$ cat src/rtl/nonce_search_ctrl.sv
// nonce_search_ctrl
//   Nonce-search controller. It drives the nonce into the concatenador and
//   pulses a launch strobe. It then waits for micro_hash to report hash_done,
//   and checks the two low hash bytes against the target byte. On a miss it
//   moves to the next nonce. The search stops on a hit, when the nonce range
//   is used up, or when a hash never completes.
//
// Ports
//   clk_i          rising-edge clock
//   reset_i        asynchronous, active-high reset
//   start_i        1-cycle pulse: begin a search at nonce_base_i (ignored while busy)
//   nonce_base_i   first nonce of the search
//   target_i       difficulty target byte, sampled in CHECK only
//   hash_done_i    micro_hash result valid (may be held high)
//   h_in_i         micro_hash H_out
//   nonce_o        nonce currently applied to the concatenador
//   hash_start_o   1-cycle launch pulse for the current nonce
//   busy_o         high while launching, waiting or checking
//   found_o        sticky: valid nonce found
//   exhausted_o    sticky: range ended without a hit
//   timeout_err_o  sticky: hash_done missing for TIMEOUT cycles
//   nonce_found_o  winning nonce, valid while found_o=1
//   hash_found_o   winning hash, valid while found_o=1
module nonce_search_ctrl #(
  parameter logic [31:0] NONCE_MAX = 32'hFFFF_FFFF,
  parameter logic [15:0] TIMEOUT   = 16'd1024
) (
  input  logic            clk_i,
  input  logic            reset_i,
  input  logic            start_i,
  input  logic [3:0][7:0] nonce_base_i,
  input  logic [7:0]      target_i,
  input  logic            hash_done_i,
  input  logic [2:0][7:0] h_in_i,
  output logic [3:0][7:0] nonce_o,
  output logic            hash_start_o,
  output logic            busy_o,
  output logic            found_o,
  output logic            exhausted_o,
  output logic            timeout_err_o,
  output logic [3:0][7:0] nonce_found_o,
  output logic [2:0][7:0] hash_found_o
);

  typedef enum logic [2:0] {
    IDLE, LAUNCH, WAIT, CHECK, FOUND, EXHAUSTED, TIMEOUT_ST
  } state_t;

  localparam logic [15:0] WAIT_LAST = TIMEOUT - 16'd1;

  state_t          state_q;
  logic [3:0][7:0] nonce_q;
  logic [2:0][7:0] hash_q;
  logic [3:0][7:0] nonce_found_q;
  logic [2:0][7:0] hash_found_q;
  logic [15:0]     wait_cnt_q;
  logic            done_prev_q;
  logic            hash_start_q;
  logic            busy_q;
  logic            found_q;
  logic            exhausted_q;
  logic            timeout_err_q;

  logic done_rise;
  logic hash_ok;

  // done_prev_q follows hash_done_i every cycle. A level that is still high
  // from the previous nonce therefore never shows up as a rising edge.
  assign done_rise = hash_done_i && !done_prev_q;
  assign hash_ok   = (hash_q[0] < target_i) && (hash_q[1] < target_i);

  // Every output is a register. hash_start_q and busy_q are set on the
  // transition into the state where they must be high, so each one lines up
  // exactly with its state.
  always_ff @(posedge clk_i or posedge reset_i) begin
    if (reset_i) begin
      state_q       <= IDLE;
      nonce_q       <= '0;
      hash_q        <= '0;
      nonce_found_q <= '0;
      hash_found_q  <= '0;
      wait_cnt_q    <= '0;
      done_prev_q   <= 1'b0;
      hash_start_q  <= 1'b0;
      busy_q        <= 1'b0;
      found_q       <= 1'b0;
      exhausted_q   <= 1'b0;
      timeout_err_q <= 1'b0;
    end else begin
      done_prev_q  <= hash_done_i;
      hash_start_q <= 1'b0;
      case (state_q)
        IDLE, FOUND, EXHAUSTED, TIMEOUT_ST: begin
          if (start_i) begin
            nonce_q       <= nonce_base_i;
            found_q       <= 1'b0;
            exhausted_q   <= 1'b0;
            timeout_err_q <= 1'b0;
            busy_q        <= 1'b1;
            hash_start_q  <= 1'b1;
            state_q       <= LAUNCH;
          end
        end
        LAUNCH: begin
          wait_cnt_q <= '0;
          state_q    <= WAIT;
        end
        WAIT: begin
          if (done_rise) begin
            hash_q  <= h_in_i;
            state_q <= CHECK;
          end else if (wait_cnt_q == WAIT_LAST) begin
            timeout_err_q <= 1'b1;
            busy_q        <= 1'b0;
            state_q       <= TIMEOUT_ST;
          end else begin
            wait_cnt_q <= wait_cnt_q + 16'd1;
          end
        end
        CHECK: begin
          if (hash_ok) begin
            nonce_found_q <= nonce_q;
            hash_found_q  <= hash_q;
            found_q       <= 1'b1;
            busy_q        <= 1'b0;
            state_q       <= FOUND;
          end else if (nonce_q == NONCE_MAX) begin
            exhausted_q <= 1'b1;
            busy_q      <= 1'b0;
            state_q     <= EXHAUSTED;
          end else begin
            nonce_q      <= nonce_q + 32'd1;
            hash_start_q <= 1'b1;
            state_q      <= LAUNCH;
          end
        end
        default: state_q <= IDLE;
      endcase
    end
  end

  assign nonce_o       = nonce_q;
  assign hash_start_o  = hash_start_q;
  assign busy_o        = busy_q;
  assign found_o       = found_q;
  assign exhausted_o   = exhausted_q;
  assign timeout_err_o = timeout_err_q;
  assign nonce_found_o = nonce_found_q;
  assign hash_found_o  = hash_found_q;

endmodule

$ cat config.mk
export PLATFORM = sky130hd
export DESIGN_NAME = nonce_search_ctrl
export DESIGN_NICKNAME = d
export VERILOG_FILES = /design/src/rtl/nonce_search_ctrl.sv
export SDC_FILE = /design/constraint.sdc
export NUM_CORES = 1
export LEC_CHECK = 0
export BUFFER_PORTS_ARGS = -buffer_cell sky130_fd_sc_hd__buf_2
export CELL_PAD_IN_SITES_DETAIL_PLACEMENT = 0
export CELL_PAD_IN_SITES_GLOBAL_PLACEMENT = 1
export CORE_MARGIN = 8
export CORE_UTILIZATION = 41
export DETAILED_ROUTE_END_ITERATION = 10
export GPL_TIMING_DRIVEN = 0
export PLACE_DENSITY_LB_ADDON = 0.1
export SLEW_MARGIN = 30
export SYNTH_ARGS = -nofsm -noshare
export SYNTH_HDL_FRONTEND = slang
export SYNTH_SLANG_ARGS = --single-unit
$ cat constraint.sdc
create_clock -name clk_i -period 6.4 [get_ports clk_i]
set_clock_uncertainty 0.1 [all_clocks]
set_input_delay 0.96 -clock clk_i [delete_from_list [all_inputs] [get_ports clk_i]]
set_output_delay 0.96 -clock clk_i [all_outputs]
set_load 0.1 [all_outputs]
# Yosys cells after proc, flatten, opt, wreduce, memory -nomap -nowiden
# Index checks and enable logic that the tools add are counted.
# totals
inputBits	68
regBits	137
# op_classes
n_eq_ne	18
n_reduce_logical	18
n_addsub	2
magnitude_cmp	2
muxes	32
# op_table
op	n
two-way mux 32 bit	3
one-hot mux 32 bit (2 select lines)	1
adder 32 x 1 -> 32 bit (second input constant)	1
== test 32 bit (second input constant)	1
two-way mux 16 bit	2
one-hot mux 16 bit (2 select lines)	1
adder 16 x 1 -> 16 bit (second input constant)	1
== test 16 x 10 -> 1 bit (second input constant)	1
less-than comparator 8 bit	2
inequality test 2 bit (second input constant)	8
two-way mux 3 bit	5
two-way mux 1 bit	14
one-hot mux 3 bit (4 select lines)	1
AND reduction 4 bit	3
== test 3 bit (second input constant)	3
one-hot mux 1 bit (2 select lines)	4
== test 3 x 2 -> 1 bit (second input constant)	2
inequality test 3 bit (second input constant)	2
AND reduction 2 bit	3
AND reduction 3 bit	2
nonzero test 2 bit	3
AND reduction 5 bit	1
OR reduction 4 bit	1
== test 3 x 1 -> 1 bit (second input constant)	1
other kinds (5)	6

# Longest topological paths before layout
# depth
depth_word	4
mapped_depth	10
mapped_depth_nobuf	9

# Least setup slack after synthesis
# OpenSTA, ideal clock, no wires.
# synth_timing
path_kind	input port to flip-flop
from	in target_i[7]
to	reg nonce_q (netlist bit nonce_o[27])
required_ns	6.178
path_stages	10
path_buffers	2
setup_ns	0.122
path_slack_ns	3.368
t_arrival_ns	2.810
cell_sequence	inv_1 ha_1 and4_1 o21ai_0 o22ai_1 or2_1 clkbuf_1 clkbuf_1 nand4_1 a32o_1
# synth_between
elab_chain_len	4
word_cells_on_any_way	5
cone_classes	order compare (2); eq/ne (1); reduce/logical (2)
# synth_lines
element	line	source
from (decl)	32	input logic [7:0] target_i,
less-than comparator 8 bit	70	assign hash_ok = (hash_q[0] < target_i) && (hash_q[1] < target_i);
logical AND 1 bit *	70	
inequality test 2 bit (no source line) *	n/a	
AND reduction 4 bit (no source line) *	n/a	
to (signal assigned)	95	nonce_q <= nonce_base_i;
to (signal assigned)	132	nonce_q <= nonce_q + 32'd1;
to (decl)	52	logic [3:0][7:0] nonce_q;
# Every way passes the cells marked *; elsewhere a longest branch is shown, timed or not.
# A chain may end at the register's enable or synchronous reset.

# Worst setup path after layout
# Same ends and word-level chain as after synthesis.

==> results_dict.tcl <==
set metrics [dict create \
    ys_types 65 \
    yosysWarnings 0 \
    worstSetupPathType "primary input to flip-flop" \
    synth_area_leaders "dfrtp_1 (51%), nand2_1 (12%), mux2_2 (4.0%)" \
    maxCapViolCount 0 \
    yosys.area.top_type_share_pct 50.9 \
    area_delta_synth_final_pct 25.2 \
    gp_congestion 0.880 \
    hold_path.class "flip-flop to flip-flop" \
    h-tree-depth 4 \
    crit_required_ns 6.60 \
    grt-ovfl-total 0 \
    period_minus_slack_ns 3.50 \
    min_from "hash_q[19]" \
    wire_per_inst_um 18.9 \
    crit_fanout 10 \
    rsz0062_at_grt "no" \
    avgSynthCellArea_um2 9.33 \
    final_nets 985 \
    die_h_um 144 \
    endpoint_kind "flip-flop" \
    path_clk_slew_ns 0.06 \
    clk_latency_ns 0.42 \
    setup_tns_ns 0 \
    synth_edf_count 0 \
    ios 161 \
    io_buffers 160 \
    avgViaCountPerCell 5.39 \
    synth-seq-cells 137 \
    vias 6113 \
    cts_resized 0 \
    finalHoldViolCount 0 \
    status "finished clean" \
    die_x_um 144 \
    die_area_um2 20800 \
    synth_nets 805 \
    setup_violations 0 \
    rr_endpoint "nonce_o[27]" \
    crit_arrival_ns 3.70 \
    rows 47 \
    drc 0 \
    setup.worst_path.start_class "primary input" \
    finalCritPeriodShare_pct 54.7 \
    antenna_found_initial 0 \
    max_clock_freq_ghz 0.286 \
    cts_setup_buffers 0 \
    fillers 1583 \
    grt_usage_pct 21.3 \
    ant_nets 0 \
    routed_wirelength_um 21400 \
    reg2regPathDepth 9 \
    synth_top_area_cell "dfrtp_1" \
    r2r_slack_ns 3.15 \
    synth_cells 721 \
    grt_pass1_vias 6347 \
    cts_buffers 17 \
    hold_path_depth 2 \
    maxSlewViolCount 0 \
    cts_tree "yes" \
    cts_buffer_depth 2 \
    slew_headroom_pct 45.5 \
    start_util_pct 41.3 \
    ys.flop_type "dfrtp_1" \
    final_common_cell "nand2_1" \
    core_um2 16300 \
    cts-root-buf "clkbuf_16" \
    synth.yosys.seq_area_share_pct 50.9 \
    grt_max_degree 87 \
    grt_pass1_wl_um 34000 \
    holdPathEnd "hash_found_o[19]" \
    drive_above_1_share_pct 27.2 \
    dpl.hpwl_um 15600 \
    synthArstFlopShare_pct 100 \
    cts_hold_buf 0 \
    drt_iter0_markers 356 \
    worstReg2RegStart "hash_q[7]" \
    cts_sinks 137 \
    worst_pin_slew_ns 0.811 \
    final_cell_mix "nand2_1 (210), buf_2 (172), dfrtp_1 (137), nor2_1 (29), mux2_2 (24)" \
    synth_area_um2 6730 \
    dr.pass1.iters 5 \
]
[critical path, cell delays in order]
cell and delay [ns]:
buf_2 0.08, inv_1 0.05, ha_1 0.32, and4_1 0.20, o21ai_0 0.08, o22ai_1 0.49
or2_1 0.19, clkbuf_1 0.34, clkbuf_1 0.52, nand4_1 0.17, a32o_1 0.30
[kinds of logic (layout without fill, tap and decap cells)]
kind of cell               Yosys count  count (layout)  share of synthesized area (%)
muxes                               24              24                           4.02
buffers and inverters               60             252                           3.76
xor gates and xnor gates            11              11                           1.43
DFF                                137             137                           50.9
AOI/OAI and AO/OA                  132             132                           13.0
adders and majority gates           16              16                           2.97
other                                0               1                              0
and+or+nand+nor                    341             341                           23.9
[how the worst max path moves through the flow]
stage | start | to | slack, ns | depth (start not counted)
final | target_i[7] | nonce_o[27] | 2.90 | 11
after global routing | target_i[7] | nonce_o[27] | 2.72 | 11
after CTS | target_i[7] | nonce_o[27] | 2.94 | 11
after detailed placement | target_i[7] | nonce_o[27] | 2.52 | 11
after global placement | reset_i | nonce_found_o[9] | 0.006 | 2
after floorplan | reset_i | busy_o | 1.67 | 1
[cells in the mapped netlist (6+ instances only)]
| library cell | n |
|---|---|
| mux2_2 | 24 |
| buf_2 | 12 |
| o22ai_1 | 12 |
| dfrtp_1 | 137 |
| inv_1 | 19 |
| ha_1 | 16 |
| nand4_1 | 16 |
| nor3_1 | 7 |
| nor2_1 | 29 |
| and3_1 | 8 |
| clkbuf_1 | 23 |
| xnor2_1 | 10 |
| nor4_1 | 8 |
| nand3_1 | 20 |
| o21ai_0 | 20 |
| o21ai_1 | 14 |
| nand2_1 | 210 |
| a21oi_1 | 18 |
| a31oi_1 | 13 |
| or3_1 | 6 |
[area by class of cell]
cell class	count	area [um^2]	area share, %
Multi-Input combinational cell	524	3050	36.2
Antenna cell	1	2.50	0.0297
Tap cell	220	275	3.27
Inverter	20	82.6	0.980
Sequential cell	137	3430	40.7
Clock inverter	12	126	1.50
Timing Repair Buffer	161	828	9.83
Buffer	40	178	2.11
Clock buffer	19	453	5.37
[flip-flops by register name, indices dropped and copies added (netlist names)]
| name | count |
|---|---|
| busy_o | 1 |
| done_prev_q | 1 |
| exhausted_o | 1 |
| found_o | 1 |
| hash_found_o | 24 |
| hash_q | 24 |
| hash_start_o | 1 |
| nonce_found_o | 32 |
| nonce_o | 32 |
| state_q | 3 |
| timeout_err_o | 1 |
| wait_cnt_q | 16 |
[per-layer routing]
metal / vias to the layer above / track usage (%) / wire length [um]
li1: 2892 / - / -
met1: 2938 / 25.0 / 8690
met2: 250 / 35.4 / 10400
met3: 33 / 6.67 / 1820
met4: 0 / 8.74 / 464
met5: - / 0 / 0
[through the flow]
step	area (um^2)	std cells	worst slack, ns	hold slack, ns	util [%]
finish	8430	1134	2.90	0.365	51.7
global route	8430	1133	2.72	0.387	51.7
CTS	8420	1133	2.94	0.369	51.7
detailed placement	7840	1102	2.52	0.356	48.1
global placement	7810	1101	0.00562	0.342	47.9
floorplan	6730	721	1.67	0.333	-
Power is left out: the tool's default activity adds up to more than one toggle a clock period on the data nets, which glitch-free logic cannot reach.
